`config.mk`:
```
export PLATFORM = sky130hd
export DESIGN_NAME = aq_mmu_sysmap_lookup
export DESIGN_NICKNAME = d
export VERILOG_FILES = /design/src/rtl/aq_mmu_sysmap_lookup.sv
export SDC_FILE = /design/constraint.sdc
export NUM_CORES = 1
export LEC_CHECK = 0
export CAP_MARGIN = 20
export CORE_ASPECT_RATIO = 1.1
export CORE_MARGIN = 4
export CORE_UTILIZATION = 50
export CTS_CLUSTER_SIZE = 25
export DETAILED_ROUTE_END_ITERATION = 8
export GPL_TIMING_DRIVEN = 0
export PLACE_DENSITY = 0.71
export SLEW_MARGIN = 30
export SYNTH_ARGS = -nofsm -noshare
export SYNTH_HDL_FRONTEND = slang
export SYNTH_SLANG_ARGS = --single-unit
```
`constraint.sdc`:
```
create_clock -name forever_cpuclk -period 3.6 [get_ports forever_cpuclk]
set_input_delay 0.72 -clock forever_cpuclk [delete_from_list [all_inputs] [get_ports forever_cpuclk]]
set_output_delay 0.72 -clock forever_cpuclk [all_outputs]
set_load 0.1 [all_outputs]
```
`src/rtl/aq_mmu_sysmap_lookup.sv`:
```
// Sysmap region table with priority lookup and a one-deep registered response stage.
// Optional MMU_SYSMAP_LOCK_EN adds cfg_lock and per-region write-once locking.
module aq_mmu_sysmap_lookup #(
  parameter int REGION_NUM = 8,
  parameter int PA_WIDTH   = 28,
  parameter int ATTR_WIDTH = 5
) (
  input  logic                  forever_cpuclk,
  input  logic                  cpurst_b,
`ifdef MMU_SYSMAP_LOCK_EN
  input  logic                  cfg_lock,
`endif
  input  logic                  cfg_wen,
  input  logic [2:0]            cfg_idx,
  input  logic [PA_WIDTH-1:0]   cfg_upaddr,
  input  logic [ATTR_WIDTH-1:0] cfg_attr,
  input  logic                  req_vld,
  input  logic [PA_WIDTH-1:0]   req_pa,
  output logic                  req_rdy,
  output logic                  rsp_vld,
  input  logic                  rsp_rdy,
  output logic                  rsp_hit,
  output logic [2:0]            rsp_idx,
  output logic [ATTR_WIDTH-1:0] rsp_attr
);

  // Miss / reset attribute: strong-order, everything else clear.
  localparam logic [ATTR_WIDTH-1:0] ATTR_MISS = {1'b1, {(ATTR_WIDTH-1){1'b0}}};

  logic [PA_WIDTH-1:0]   upaddr_q [REGION_NUM];
  logic [ATTR_WIDTH-1:0] attr_q   [REGION_NUM];
  logic [REGION_NUM-1:0] wr_en;
  logic [REGION_NUM-1:0] hit_vec;

  logic                  lk_hit_p0;
  logic [2:0]            lk_idx_p0;
  logic [ATTR_WIDTH-1:0] lk_attr_p0;
  logic                  accept_p0;

  logic                  vld_p1;
  logic                  hit_p1;
  logic [2:0]            idx_p1;
  logic [ATTR_WIDTH-1:0] attr_p1;

`ifdef MMU_SYSMAP_LOCK_EN
  logic [REGION_NUM-1:0] lock_q;
`endif

  // Indices at or above REGION_NUM match no region, so such writes vanish.
  always_comb begin
    wr_en = '0;
    for (int i = 0; i < REGION_NUM; i++) begin
`ifdef MMU_SYSMAP_LOCK_EN
      wr_en[i] = cfg_wen && (cfg_idx == 3'(i)) && !lock_q[i];
`else
      wr_en[i] = cfg_wen && (cfg_idx == 3'(i));
`endif
    end
  end

  always_ff @(posedge forever_cpuclk or negedge cpurst_b) begin
    if (!cpurst_b) begin
      for (int i = 0; i < REGION_NUM; i++) begin
        upaddr_q[i] <= (i == REGION_NUM - 1) ? {PA_WIDTH{1'b1}} : {PA_WIDTH{1'b0}};
        attr_q[i]   <= ATTR_MISS;
      end
    end else begin
      for (int i = 0; i < REGION_NUM; i++) begin
        if (wr_en[i]) begin
          upaddr_q[i] <= cfg_upaddr;
          attr_q[i]   <= cfg_attr;
        end
      end
    end
  end

`ifdef MMU_SYSMAP_LOCK_EN
  always_ff @(posedge forever_cpuclk or negedge cpurst_b) begin
    if (!cpurst_b) begin
      lock_q <= '0;
    end else begin
      for (int i = 0; i < REGION_NUM; i++) begin
        if (wr_en[i] && cfg_lock) lock_q[i] <= 1'b1;
      end
    end
  end
`endif

  // Stage p0: per-region bounds compare; bottom of region i is the top of region i-1.
  for (genvar g = 0; g < REGION_NUM; g++) begin : g_cmp
    if (g == 0) begin : g_first
      assign hit_vec[g] = req_pa < upaddr_q[g];
    end else begin : g_rest
      assign hit_vec[g] = (req_pa >= upaddr_q[g-1]) && (req_pa < upaddr_q[g]);
    end
  end

  // Walk high to low so the lowest hitting index is the one that sticks.
  always_comb begin
    lk_hit_p0  = 1'b0;
    lk_idx_p0  = 3'd0;
    lk_attr_p0 = ATTR_MISS;
    for (int i = REGION_NUM - 1; i >= 0; i--) begin
      if (hit_vec[i]) begin
        lk_hit_p0  = 1'b1;
        lk_idx_p0  = 3'(i);
        lk_attr_p0 = attr_q[i];
      end
    end
  end

  assign req_rdy   = !vld_p1 || rsp_rdy;
  assign accept_p0 = req_vld && req_rdy;

  // Stage p1: response registers; data loads only on accept so a stalled response holds.
  always_ff @(posedge forever_cpuclk or negedge cpurst_b) begin
    if (!cpurst_b) begin
      vld_p1  <= 1'b0;
      hit_p1  <= 1'b0;
      idx_p1  <= 3'd0;
      attr_p1 <= ATTR_MISS;
    end else if (accept_p0) begin
      vld_p1  <= 1'b1;
      hit_p1  <= lk_hit_p0;
      idx_p1  <= lk_idx_p0;
      attr_p1 <= lk_attr_p0;
    end else if (rsp_rdy) begin
      vld_p1  <= 1'b0;
    end
  end

  assign rsp_vld  = vld_p1;
  assign rsp_hit  = hit_p1;
  assign rsp_idx  = idx_p1;
  assign rsp_attr = attr_p1;

endmodule

```
# --- After elaboration in Yosys (flattened, before gate mapping) ---
# Cells that the tools add are included.
word_totals:
  regBits: 274
  input_bits: 69
  output_inout_bits: 11
op_classes:
  order_cmp: 15
  n_eq_ne: 7
  mux: 26
  n_reduce_logical: 20
op_table:
  columns: ["operator", "count"]
  rows:
  - ["less-than comparator 28 bit", 8]
  - ["greater-or-equal comparator 28 bit", 7]
  - ["2-to-1 mux 5 bit", 8]
  - ["2-to-1 mux 3 bit", 8]
  - ["logical AND 1 bit", 16]
  - ["== test 3 bit, second input constant", 4]
  - ["2-to-1 mux 1 bit", 10]
  - ["== test 3 x 2 -> 1 bit, second input constant", 2]
  - ["== test 3 x 1 -> 1 bit, second input constant", 1]
  - ["logical NOT 3 bit", 1]
  - ["nonzero test 2 bit", 1]
  - ["logical NOT 1 bit", 1]
  - ["logical OR 1 bit", 1]

# --- Depth between registers and ports, before layout ---
logic_depth:
  depth_word: 10
  mapped_depth: 12
  ltp_nobuf: 11

# --- Least setup slack after synthesis ---
# OpenSTA, ideal clock, no wires.
synth_path:
  path_type: "reg-to-reg"
  from: "reg vld_p1 (netlist: rsp_vld)"
  to: "reg attr_p1[3] (netlist: rsp_attr[3])"
  setup_time_ps: 126
  arrival_ps: 2997
  required_time_ps: 3474
  setup_slack_ps: 477
  path_stages_with_launch: 8
  path_buffers: 1
  period_less_slack_ps: 3123
  path_cell_list: "dfrtp_1 -> nand2b_1 -> and2_1 -> clkbuf_8 -> and3_1 -> a21oi_1 -> nand3_1 -> o32a_1"
synth_between:
  elab_chain_len: 3
synth_lines:
  columns: ["item", "line", "rtl"]
  rows:
  - ["start: declaration", "40", "logic vld_p1;"]
  - ["start signal: assignment", "118", "vld_p1 <= 1'b0;"]
  - ["start signal: assignment", "123", "vld_p1 <= 1'b1;"]
  - ["start signal: assignment", "128", "vld_p1 <= 1'b0;"]
  - ["logical NOT 1 bit", "112", "assign req_rdy = !vld_p1 || rsp_rdy;"]
  - ["logical OR 1 bit", "112", null]
  - ["via req_rdy", "19", "output logic req_rdy,"]
  - ["logical AND 1 bit", "113", "assign accept_p0 = req_vld && req_rdy;"]
  - ["end signal: assignment", "126", "attr_p1 <= lk_attr_p0;"]
  - ["end: declaration", "43", "logic [ATTR_WIDTH-1:0] attr_p1;"]
# The timed path passes the listed nets, and every way through them passes these cells.
# A chain may end at the register's enable or synchronous reset.

# --- Worst setup path in the final report ---
layout_path:
  from: "in req_pa[1]"
  to: "reg attr_p1[1] (netlist: rsp_attr[1])"
layout_between:
  elab_chain_len: 10
layout_lines:
  columns: ["item", "line", "rtl"]
  rows:
  - ["start: declaration", "18", "input logic [PA_WIDTH-1:0] req_pa,"]
  - ["greater-or-equal comparator 28 bit or less-than comparator 28 bit (tied branches)", "94", "assign hit_vec[g] = (req_pa >= upaddr_q[g-1]) && (req_pa < upaddr_q[g]);"]
  - ["logical AND 1 bit", "94", null]
  - ["2-to-1 mux 5 bit (7 in a row)", "104", "if (hit_vec[i]) begin"]
  - ["2-to-1 mux 5 bit (*)", "104", null]
# Every way passes the cells marked *; elsewhere a longest branch is shown, timed or not.

==> run metrics <==
status complete, no violations; worst-margin pin slew 0.998 ns; Yosys reg bits 274; Mapped Area 16100 um2; row count 68; Synth top area share 0.368; Final Setup Violations 0; Seq/Total Area, Yosys 0.428; WS Path Type input pin to register; CTS Sinks 274; first-pass iteration count of the detailed router 7; Synth Area per Inst 10.1 um2; gr ovfl total 0; Worst Setup End Kind register; wire per inst 19.9 um; YS warnings 0; post-synthesis cell count 1592; leakage power 8.86 nW; Clock Tree Root clkbuf_16; number of port buffers 75; clock latency on the worst-skew pair 0.55 ns; Iter 0 DRT Violations 883; largest net degree at the start of global routing 87; number of global-route vias before repair 12.8k; Synth top cells by count 237 x dfrtp_1, 228 x inv_1, 223 x ha_1; fin crit share 0.982; drt total wl 42800 um; Slew Viols, Final 0; Power per Cell Area 573 nW/um2; Total GRT Usage 0.244; Max Clk Rate 283 MHz; vias after detailed routing 12.4k; Tmin final 3.53 ns; Core Area 31600 um2; Yosys cell types 71; routability-driven placement congestion ratio 0.890; Die X 179 um; dpl ws -1.07 ns; first-pass GRT wire length 67900 um; cell accounting for the most synthesized area dfrtp_1; max_slew headroom 0.333; detailed placement HPWL 31300 um; Starting Density 0.511; Fin. Hold Viols 0; placed cell area 17500 um2; overall die area 35200 um2; WP data arrival 3.96 ns; initial antenna violation count 3; worst-path fanout max 8; final instance area 18700 um2; Max VDD drop 0.405 mV; Post-Syn Nets 1884; CTS tree built; Die H 196 um; Post-CTS Hold Buffers 0; crit path launch type input pin; CTS buffer count 30; layout cells sized above 1 0.163; post-route worst setup slack 0.0665 ns; EDFF count, synth 0; top post-synthesis cells by area dfrtp_1 37%, ha_1 17%, mux2_2 11%; antenna violation net count after detailed routing 0; clock buffer depth 3; most common cell in the netlist dfrtp_1; max-cap viol count 0; Worst-path clk slew 0.06 ns; Worst Hold Class input pin to asynchronous set/reset pin; Area Growth Syn to Fin 16.0%; num ports 80; DRC viols 0; async set-reset flop share out of synthesis 1.00; most used flip-flop cell after synthesis dfrtp_1; # nets final 1999; H-tree depth 1; clock skew 0.0135 ns; Via density 5.75; required time worst endpoint 4.03 ns
## worst max-delay path: stages
cell,delay [ns]
clkdlybuf4s50_1,0.78
ha_1,0.34
nor2b_1,0.14
o211ai_1,0.16
a211oi_1,0.09
o41a_1,0.47
o211ai_4,0.37
or3b_2,0.48
a311oi_1,0.31
a211oi_1,0.08
## power by group
| part | total [mW] | internal, mW | switching, mW |
|---|---|---|---|
| Clock | 3.28 | 2.02 | 1.25 |
| Combinational | 3.35 | 1.37 | 1.99 |
| Sequential | 4.09 | 3.82 | 0.273 |
## timing repair
action	in CTS	in global routing
hold endpoints to repair	0	0
pin swaps	1	2
setup buffers	1	4
setup endpoints to repair	9	8
cloned	0	0
gates resized for setup	34	18
## cells by family (layout without fill, tap and decap cells)
logic type               count (synthesis)  count (layout)  synth area share
AO/OA/AOI/OAI                          320             320             0.123
buffers and inverters                  272             411            0.0646
multiplexers                           155             155             0.108
adder cells (fa/ha/maj)                223             223             0.173
other                                    0               3                 0
flip-flops                             274             274             0.428
AND/OR/NAND/NOR                        348             348             0.103
## flip-flops by register name, summed over array words and instances (netlist names)
signal / cells
attr_q: 40
upaddr_q: 224
rsp_attr: 5
rsp_idx: 3
rsp_vld: 1
rsp_hit: 1
## placed cells by master (no fill, tap or decap), drive strengths merged, types with 13 or more instances in the layout
master / count
dfrtp: 237
inv: 228
ha: 223
nand2: 167
mux2: 153
o21ai: 140
clkbuf: 95
a21oi: 76
clkdlybuf4s50: 50
nand4: 40
nor2: 38
dfstp: 37
nand3: 25
a21o: 22
nor3: 20
o211ai: 15
dlygate4sd2: 13
## per-stage QoR
| step | total power [mW] | util | std cells | hold WS, ns | TNS (ns) |
|---|---|---|---|---|---|
| floorplan | 6.36 | - | 1592 | 0.424 | 0 |
| global placement | 7.24 | 0.551 | 2087 | 0.479 | -2612.02 |
| detailed placement | 7.40 | 0.555 | 2091 | 0.488 | -8.26 |
| CTS | 10.7 | 0.591 | 2148 | 0.0552 | 0 |
| global route | 11.4 | 0.593 | 2154 | 0.0707 | -0.00181 |
| finish | 10.7 | 0.593 | 2154 | 0.0590 | 0 |
## cell type report
type	count	area [um2]
fill	2616	12900
multi-input combinational	1046	8310
sequential	274	6900
clock buffer	49	923
timing repair buffer	84	870
inverter	228	856
tap	420	526
buffer	43	183
clock inverter	7	135
antenna	3	7.51
## path summary, 6_finish.rpt
path,depth (start not counted),endpoint,slack (ns),startpoint
max,10,rsp_attr[1],0.07,req_pa[1]
min,1,attr_q[36],0.06,cpurst_b
max reg2reg,10,rsp_attr[3],0.37,upaddr_q[25]
min reg2reg,1,upaddr_q[138],0.50,upaddr_q[138]
max in group asynchronous,3,upaddr_q[15],2.32,cpurst_b
min in group forever_cpuclk,1,upaddr_q[138],0.50,upaddr_q[138]
## per-layer routing
metal | GRT usage | part of all wire
met5 | 0 | 0
met4 | 0.0920 | 0.038
met3 | 0.0345 | 0.059
met2 | 0.415 | 0.49
met1 | 0.318 | 0.42
No activity file was read; power rests on OpenSTA's default activity.
